===== config.mk =====
export PLATFORM = sky130hd
export DESIGN_NAME = ascon_round_scheduler_flat
export DESIGN_NICKNAME = d
export VERILOG_FILES = /design/src/rtl/ascon_round_scheduler_if.sv /design/src/rtl/ascon_round_scheduler.sv /design/src/flat_wrapper.sv
export SDC_FILE = /design/constraint.sdc
export NUM_CORES = 1
export LEC_CHECK = 0
export ABC_AREA = 1
export CORE_MARGIN = 8
export CORE_UTILIZATION = 44
export DETAILED_ROUTE_END_ITERATION = 6
export GPL_ROUTABILITY_DRIVEN = 0
export PLACE_DENSITY = 0.68
export SETUP_SLACK_MARGIN = 0.05
export SKIP_CTS_REPAIR_TIMING = 1
export SLEW_MARGIN = 20
export SYNTH_ARGS = -nofsm -noshare
export SYNTH_HDL_FRONTEND = slang
export SYNTH_SLANG_ARGS = --single-unit

===== constraint.sdc =====
create_clock -name ACLK -period 4.1 [get_ports ACLK]
set_input_delay 0.82 -clock ACLK [delete_from_list [all_inputs] [get_ports ACLK]]
set_output_delay 0.82 -clock ACLK [all_outputs]
set_load 0.01 [all_outputs]

===== src/rtl/ascon_round_scheduler_if.sv =====
// Handshake and strobe bundle between the ASCON round scheduler,
// its register slave and the round datapath.
interface ascon_round_scheduler_if #(
  parameter int BLK_W = 16
);
  logic             start;
  logic [BLK_W-1:0] ad_blocks;
  logic [BLK_W-1:0] msg_blocks;
  logic             blk_valid;
  logic             blk_ready;
  logic             dp_load;
  logic             dp_round;
  logic [7:0]       dp_rc;
  logic             dp_key_xor_init;
  logic             dp_domsep;
  logic             dp_absorb;
  logic             dp_is_msg;
  logic             dp_last;
  logic             dp_key_xor_fin;
  logic             tag_valid;
  logic             tag_ready;
  logic             busy;
  logic             irq_en;
  logic             irq_ack;
  logic             irq;

  modport master (
    input  start, ad_blocks, msg_blocks,
    input  blk_valid, tag_ready,
    input  irq_en, irq_ack,
    output blk_ready,
    output dp_load, dp_round, dp_rc,
    output dp_key_xor_init, dp_domsep,
    output dp_absorb, dp_is_msg, dp_last,
    output dp_key_xor_fin,
    output tag_valid, busy, irq
  );

  modport slave (
    output start, ad_blocks, msg_blocks,
    output blk_valid, tag_ready,
    output irq_en, irq_ack,
    input  blk_ready,
    input  dp_load, dp_round, dp_rc,
    input  dp_key_xor_init, dp_domsep,
    input  dp_absorb, dp_is_msg, dp_last,
    input  dp_key_xor_fin,
    input  tag_valid, busy, irq
  );
endinterface


===== src/rtl/ascon_round_scheduler.sv =====
// Control FSM sequencing the ASCON-128 AEAD round datapath:
// init p^a, AD/message absorb with p^b, finalization p^a, tag release.
module ascon_round_scheduler #(
  parameter int A_ROUNDS = 12,
  parameter int B_ROUNDS = 6,
  parameter int BLK_W    = 16
) (
  input logic                   ACLK,
  input logic                   ARESET,
  ascon_round_scheduler_if.master bus
);

  typedef enum logic [3:0] {
    IDLE,
    LOAD,
    PERM_A,
    KEYX,
    AD_WAIT,
    PERM_B,
    DOMSEP,
    MSG_WAIT,
    FINX,
    PERM_F,
    TAG
  } state_t;

  localparam logic [3:0] A_LAST = 4'(A_ROUNDS - 1);
  localparam logic [3:0] B_LAST = 4'(B_ROUNDS - 1);
  localparam logic [3:0] A_BASE = 4'(12 - A_ROUNDS);
  localparam logic [3:0] B_BASE = 4'(12 - B_ROUNDS);
  localparam logic [BLK_W-1:0] ONE = BLK_W'(1);

  state_t           state;
  logic [BLK_W-1:0] ad_cnt;
  logic [BLK_W-1:0] msg_cnt;
  logic [3:0]       rnd;
  logic             msg_ph;
  logic             irq_pend;

  logic       in_wait;
  logic       blk_hs;
  logic       tag_hs;
  logic       rnd_on;
  logic [3:0] idx;

  assign in_wait = (state == AD_WAIT) ||
                   (state == MSG_WAIT);
  assign blk_hs  = in_wait & bus.blk_valid;
  assign tag_hs  = (state == TAG) & bus.tag_ready;
  assign rnd_on  = (state == PERM_A) ||
                   (state == PERM_B) ||
                   (state == PERM_F);
  assign idx     = ((state == PERM_B) ? B_BASE
                                      : A_BASE) + rnd;

  always_ff @(posedge ACLK) begin
    if (ARESET) begin
      state    <= IDLE;
      ad_cnt   <= '0;
      msg_cnt  <= '0;
      rnd      <= '0;
      msg_ph   <= 1'b0;
      irq_pend <= 1'b0;
    end else begin
      // completion beats a coincident acknowledge
      if (tag_hs)
        irq_pend <= 1'b1;
      else if (bus.irq_ack)
        irq_pend <= 1'b0;

      unique case (state)
        IDLE: begin
          if (bus.start) begin
            ad_cnt  <= bus.ad_blocks;
            msg_cnt <= (bus.msg_blocks == '0) ?
                       ONE : bus.msg_blocks;
            state   <= LOAD;
          end
        end
        LOAD: begin
          rnd   <= '0;
          state <= PERM_A;
        end
        PERM_A: begin
          if (rnd == A_LAST) begin
            rnd   <= '0;
            state <= KEYX;
          end else begin
            rnd <= rnd + 4'd1;
          end
        end
        KEYX: begin
          state <= (ad_cnt != '0) ? AD_WAIT
                                  : DOMSEP;
        end
        AD_WAIT: begin
          if (blk_hs) begin
            ad_cnt <= ad_cnt - ONE;
            msg_ph <= 1'b0;
            rnd    <= '0;
            state  <= PERM_B;
          end
        end
        PERM_B: begin
          if (rnd == B_LAST) begin
            rnd <= '0;
            if (msg_ph)
              state <= MSG_WAIT;
            else if (ad_cnt != '0)
              state <= AD_WAIT;
            else
              state <= DOMSEP;
          end else begin
            rnd <= rnd + 4'd1;
          end
        end
        DOMSEP: begin
          state <= MSG_WAIT;
        end
        MSG_WAIT: begin
          if (blk_hs) begin
            msg_cnt <= msg_cnt - ONE;
            rnd     <= '0;
            if (msg_cnt == ONE) begin
              state <= FINX;
            end else begin
              msg_ph <= 1'b1;
              state  <= PERM_B;
            end
          end
        end
        FINX: begin
          rnd   <= '0;
          state <= PERM_F;
        end
        PERM_F: begin
          if (rnd == A_LAST) begin
            rnd   <= '0;
            state <= TAG;
          end else begin
            rnd <= rnd + 4'd1;
          end
        end
        TAG: begin
          if (bus.tag_ready) begin
            msg_ph <= 1'b0;
            state  <= IDLE;
          end
        end
        default: state <= IDLE;
      endcase
    end
  end

  assign bus.blk_ready       = in_wait;
  assign bus.dp_load         = (state == LOAD);
  assign bus.dp_round        = rnd_on;
  assign bus.dp_rc           = rnd_on ?
                               {4'hF - idx, idx} : 8'h00;
  assign bus.dp_key_xor_init = (state == KEYX);
  assign bus.dp_domsep       = (state == DOMSEP);
  assign bus.dp_absorb       = blk_hs;
  assign bus.dp_is_msg       = blk_hs &
                               (state == MSG_WAIT);
  assign bus.dp_last         = blk_hs &
                               ((state == AD_WAIT) ?
                                (ad_cnt == ONE) :
                                (msg_cnt == ONE));
  assign bus.dp_key_xor_fin  = (state == FINX);
  assign bus.tag_valid       = (state == TAG);
  assign bus.busy            = (state != IDLE);
  assign bus.irq             = irq_pend & bus.irq_en;

endmodule


===== src/flat_wrapper.sv =====
// flat-port wrapper written by rule: the top's interface ports become plain ports
module ascon_round_scheduler_flat 
#(
  parameter int A_ROUNDS = 12,
  parameter int B_ROUNDS = 6,
  parameter int BLK_W    = 16
)
  (ACLK, ARESET, bus_start, bus_ad_blocks, bus_msg_blocks, bus_blk_valid, bus_tag_ready, bus_irq_en, bus_irq_ack, bus_blk_ready, bus_dp_load, bus_dp_round, bus_dp_rc, bus_dp_key_xor_init, bus_dp_domsep, bus_dp_absorb, bus_dp_is_msg, bus_dp_last, bus_dp_key_xor_fin, bus_tag_valid, bus_busy, bus_irq);
  ascon_round_scheduler_if #(.BLK_W(BLK_W)) bus_i ();
  input logic ACLK;
  input logic ARESET;
  input wire logic [$bits(bus_i.start)-1:0] bus_start;
  input wire logic [$bits(bus_i.ad_blocks)-1:0] bus_ad_blocks;
  input wire logic [$bits(bus_i.msg_blocks)-1:0] bus_msg_blocks;
  input wire logic [$bits(bus_i.blk_valid)-1:0] bus_blk_valid;
  input wire logic [$bits(bus_i.tag_ready)-1:0] bus_tag_ready;
  input wire logic [$bits(bus_i.irq_en)-1:0] bus_irq_en;
  input wire logic [$bits(bus_i.irq_ack)-1:0] bus_irq_ack;
  output wire logic [$bits(bus_i.blk_ready)-1:0] bus_blk_ready;
  output wire logic [$bits(bus_i.dp_load)-1:0] bus_dp_load;
  output wire logic [$bits(bus_i.dp_round)-1:0] bus_dp_round;
  output wire logic [$bits(bus_i.dp_rc)-1:0] bus_dp_rc;
  output wire logic [$bits(bus_i.dp_key_xor_init)-1:0] bus_dp_key_xor_init;
  output wire logic [$bits(bus_i.dp_domsep)-1:0] bus_dp_domsep;
  output wire logic [$bits(bus_i.dp_absorb)-1:0] bus_dp_absorb;
  output wire logic [$bits(bus_i.dp_is_msg)-1:0] bus_dp_is_msg;
  output wire logic [$bits(bus_i.dp_last)-1:0] bus_dp_last;
  output wire logic [$bits(bus_i.dp_key_xor_fin)-1:0] bus_dp_key_xor_fin;
  output wire logic [$bits(bus_i.tag_valid)-1:0] bus_tag_valid;
  output wire logic [$bits(bus_i.busy)-1:0] bus_busy;
  output wire logic [$bits(bus_i.irq)-1:0] bus_irq;
  assign bus_i.start = bus_start;
  assign bus_i.ad_blocks = bus_ad_blocks;
  assign bus_i.msg_blocks = bus_msg_blocks;
  assign bus_i.blk_valid = bus_blk_valid;
  assign bus_i.tag_ready = bus_tag_ready;
  assign bus_i.irq_en = bus_irq_en;
  assign bus_i.irq_ack = bus_irq_ack;
  assign bus_blk_ready = bus_i.blk_ready;
  assign bus_dp_load = bus_i.dp_load;
  assign bus_dp_round = bus_i.dp_round;
  assign bus_dp_rc = bus_i.dp_rc;
  assign bus_dp_key_xor_init = bus_i.dp_key_xor_init;
  assign bus_dp_domsep = bus_i.dp_domsep;
  assign bus_dp_absorb = bus_i.dp_absorb;
  assign bus_dp_is_msg = bus_i.dp_is_msg;
  assign bus_dp_last = bus_i.dp_last;
  assign bus_dp_key_xor_fin = bus_i.dp_key_xor_fin;
  assign bus_tag_valid = bus_i.tag_valid;
  assign bus_busy = bus_i.busy;
  assign bus_irq = bus_i.irq;
  ascon_round_scheduler #(.A_ROUNDS(A_ROUNDS), .B_ROUNDS(B_ROUNDS), .BLK_W(BLK_W)) u_core (.ACLK(ACLK), .ARESET(ARESET), .bus(bus_i));
endmodule

==> metrics.csv <==
metric;value;unit
Max Clk Rate;269;MHz
CTS tree;yes;
post-layout worst setup margin;0.381;ns
syn_nets;614;
setup TNS;0;ns
Max clock buf depth;2;
Hold Crit Depth;2;
reg2reg setup slack;2.07;ns
Pre-antenna DRT Iters;5;
Clock Latency Late Sink;0.30;ns
final setup violation count;0;
WP data arrival;2.90;ns
Die Span Y;103;um
final period utilization;90.7;%
all-layer global routing usage;18.3;%
pin count of the biggest net entering global routing;32;
slowest stage delay, CP;0.53;ns
initial DRC count;253;
top cells by area, synth;dfxtp_1, nand2_1, nor2_1;
RSZ-0062 raised after global routing;no;
skew final;0.0104;ns
Slew Limit Headroom;66.6;%
Setup crit end kind;primary output;
Final Critical Period;3.72;ns
DRC viols;0;
cts bufs inserted;5;
Clk pin slew, worst setup/hold paths;0.09;ns
# nets final;668;
EDFF count, synth;0;
Synth Cell Area;3310;um2
first-pass GRT wire length;15.8;mm
critical path type;reg2out;
Post-Layout Cell Count;721;
slowest CP cell;clkdlybuf4s50_1;
H-Tree Depth;2;
Setup WS pre-CTS;0.692;ns
# fillers;788;
Core ar.;7290;um2
Syn. warnings;0;
Synth Flop Type;dfxtp_1;
MaxCap Viol Count;0;
Worst Setup SP;u_core.state[0];
final core occ;55.5;%
Tightest Hold Check Type;reg2reg;
die width;103;um
Netlist cell types;36;
RR Startpoint;u_core.state[2];
number of I/O pins;59;
share of the synthesized area in the top cell type;25.4;%
Tot Pwr;2.10;mW
P&R area growth vs syn;22.2;%
Die ar.;10600;um2
cell accounting for the most synthesized area;dfxtp_1;
hold endpoint;u_core.irq_pend;
Slew Viols, Final;0;
outcome;finished clean;
maximum fanout along the worst path;6;
Synth async-reset ratio;0;%
share of post-route cells with drive strength above 1;7.07;%
area of the multi-input gates;2120;um2
Least-Margin Pin Slew;0.499;ns
Post-Route WL;9.19;mm
detailed placement HPWL;6.99;mm
final hold violations;0;
Inst Count DP;713;
min-delay src;u_core.irq_pend;
Seq cells post-synth;42;
Worst setup SP type;flip-flop;
vias in the first global route;3553;
Seq/Total Area, Yosys;25.4;%
register area;841;um2
power density over cell area;517;nW/um2
row cnt;31;
clock sink count;42;
worst reg2reg path endpoint;u_core.ad_cnt[0];
Antenna diodes;0;
Mapped Cells;567;
R2R depth;8;
vias;3688;
Cell Chain, Critical Path;nand2_1, nor2_1, ha_1, inv_1, fa_1, xnor2_1, or2_2, inv_1, clkdlybuf4s50_1;
maximum vdd drop;0.293;mV
Worst Path Required;3.28;ns
post-DR wirelength/cell;12.7;um
initial antenna violation count;0;
synth cell count leaders;nand2_1, nor2_1, inv_1, dfxtp_1, a21oi_1;
IO Port Bufs;58;
drt via density;5.12;
Initial Util;45.5;%
Routed Antenna Nets;0;
syn avg cell area;5.85;um2
top-count cell post-synth;nand2_1;
Most Frequent Cell on Critical Path;inv_1;
total congestion overflow;0;
Leakage Power;1.85;nW
clk root buf;clkbuf_8;
## cell type report
type | instances | area share (%)
inverters | 74 | 6.86
well taps | 99 | 3.06
repair buffers | 60 | 14.7
clock buffers | 7 | 2.13
multi-input cells | 438 | 52.4
clock inverters | 1 | 0.124
flip-flops and latches | 42 | 20.8
## through the flow
| stage | cell area (um2) | hold slack, ns |
|---|---|---|
| finish | 4050 | 0.469 |
| global route | 4050 | 0.496 |
| CTS | 4050 | 0.471 |
| detailed placement | 3960 | 0.457 |
| global placement | 3960 | 0.454 |
| floorplan | 3310 | 0.439 |
## critical path: cells and delay by family (launching register included)
| kind | cells | cell delay [ns] |
|---|---|---|
| adders and majority gates | 2 | 0.58 |
| xor gates and xnor gates | 1 | 0.15 |
| DFF | 1 | 0.52 |
| and+or+nand+nor | 3 | 0.73 |
| buffers and inverters | 3 | 0.64 |
## metal layers
layer	track usage (%)	share of wire, %	up-vias
li1	-	-	1911
met1	22.4	46	1667
met2	32.6	47	101
met3	3.24	6.1	9
met4	3.89	0.86	0
met5	0	0	-
## state kept, by name, indices dropped and copies added, names as in the netlist
register,flops
u_core.ad_cnt,16
u_core.msg_cnt,16
u_core.irq_pend,1
u_core.msg_ph,1
u_core.state,4
u_core.rnd,4
## cells in the final DEF (no fill, tap or decap), types with 9 or more instances in the layout
master,Yosys,routed
inv_1,59,59
a21oi_1,41,41
inv_2,9,9
o21ai_0,29,29
nand3_1,40,40
clkdlybuf4s50_1,0,58
dfxtp_1,42,42
o21ai_1,20,20
nor2_1,80,80
nand2_1,163,163
## power by group
| group | internal [mW] | switching, mW |
|---|---|---|
| Combinational | 0.425 | 0.766 |
| Sequential | 0.502 | 0.110 |
| Clock | 0.136 | 0.156 |
| Total | 1.06 | 1.03 |
## logic make-up (layout without fill, tap and decap cells)
group | count (synthesis) | in the layout | share of synthesized area, %
xor gates and xnor gates | 5 | 5 | 1.32
DFF | 42 | 42 | 25.4
AOI/OAI and AO/OA | 97 | 97 | 15.2
adders and majority gates | 8 | 8 | 3.25
buffers and inverters | 87 | 142 | 10.6
and+or+nand+nor | 328 | 328 | 44.2
## how the worst max path moves through the flow
stage	end	slack, ns
after floorplan	bus_dp_rc[7]	1.38
after global placement	bus_dp_rc[7]	0.78
after detailed placement	bus_dp_rc[7]	0.69
after CTS	bus_dp_rc[7]	0.35
after global routing	bus_dp_rc[7]	0.21
final	bus_dp_rc[7]	0.38
(Power assumes the default switching activity.)
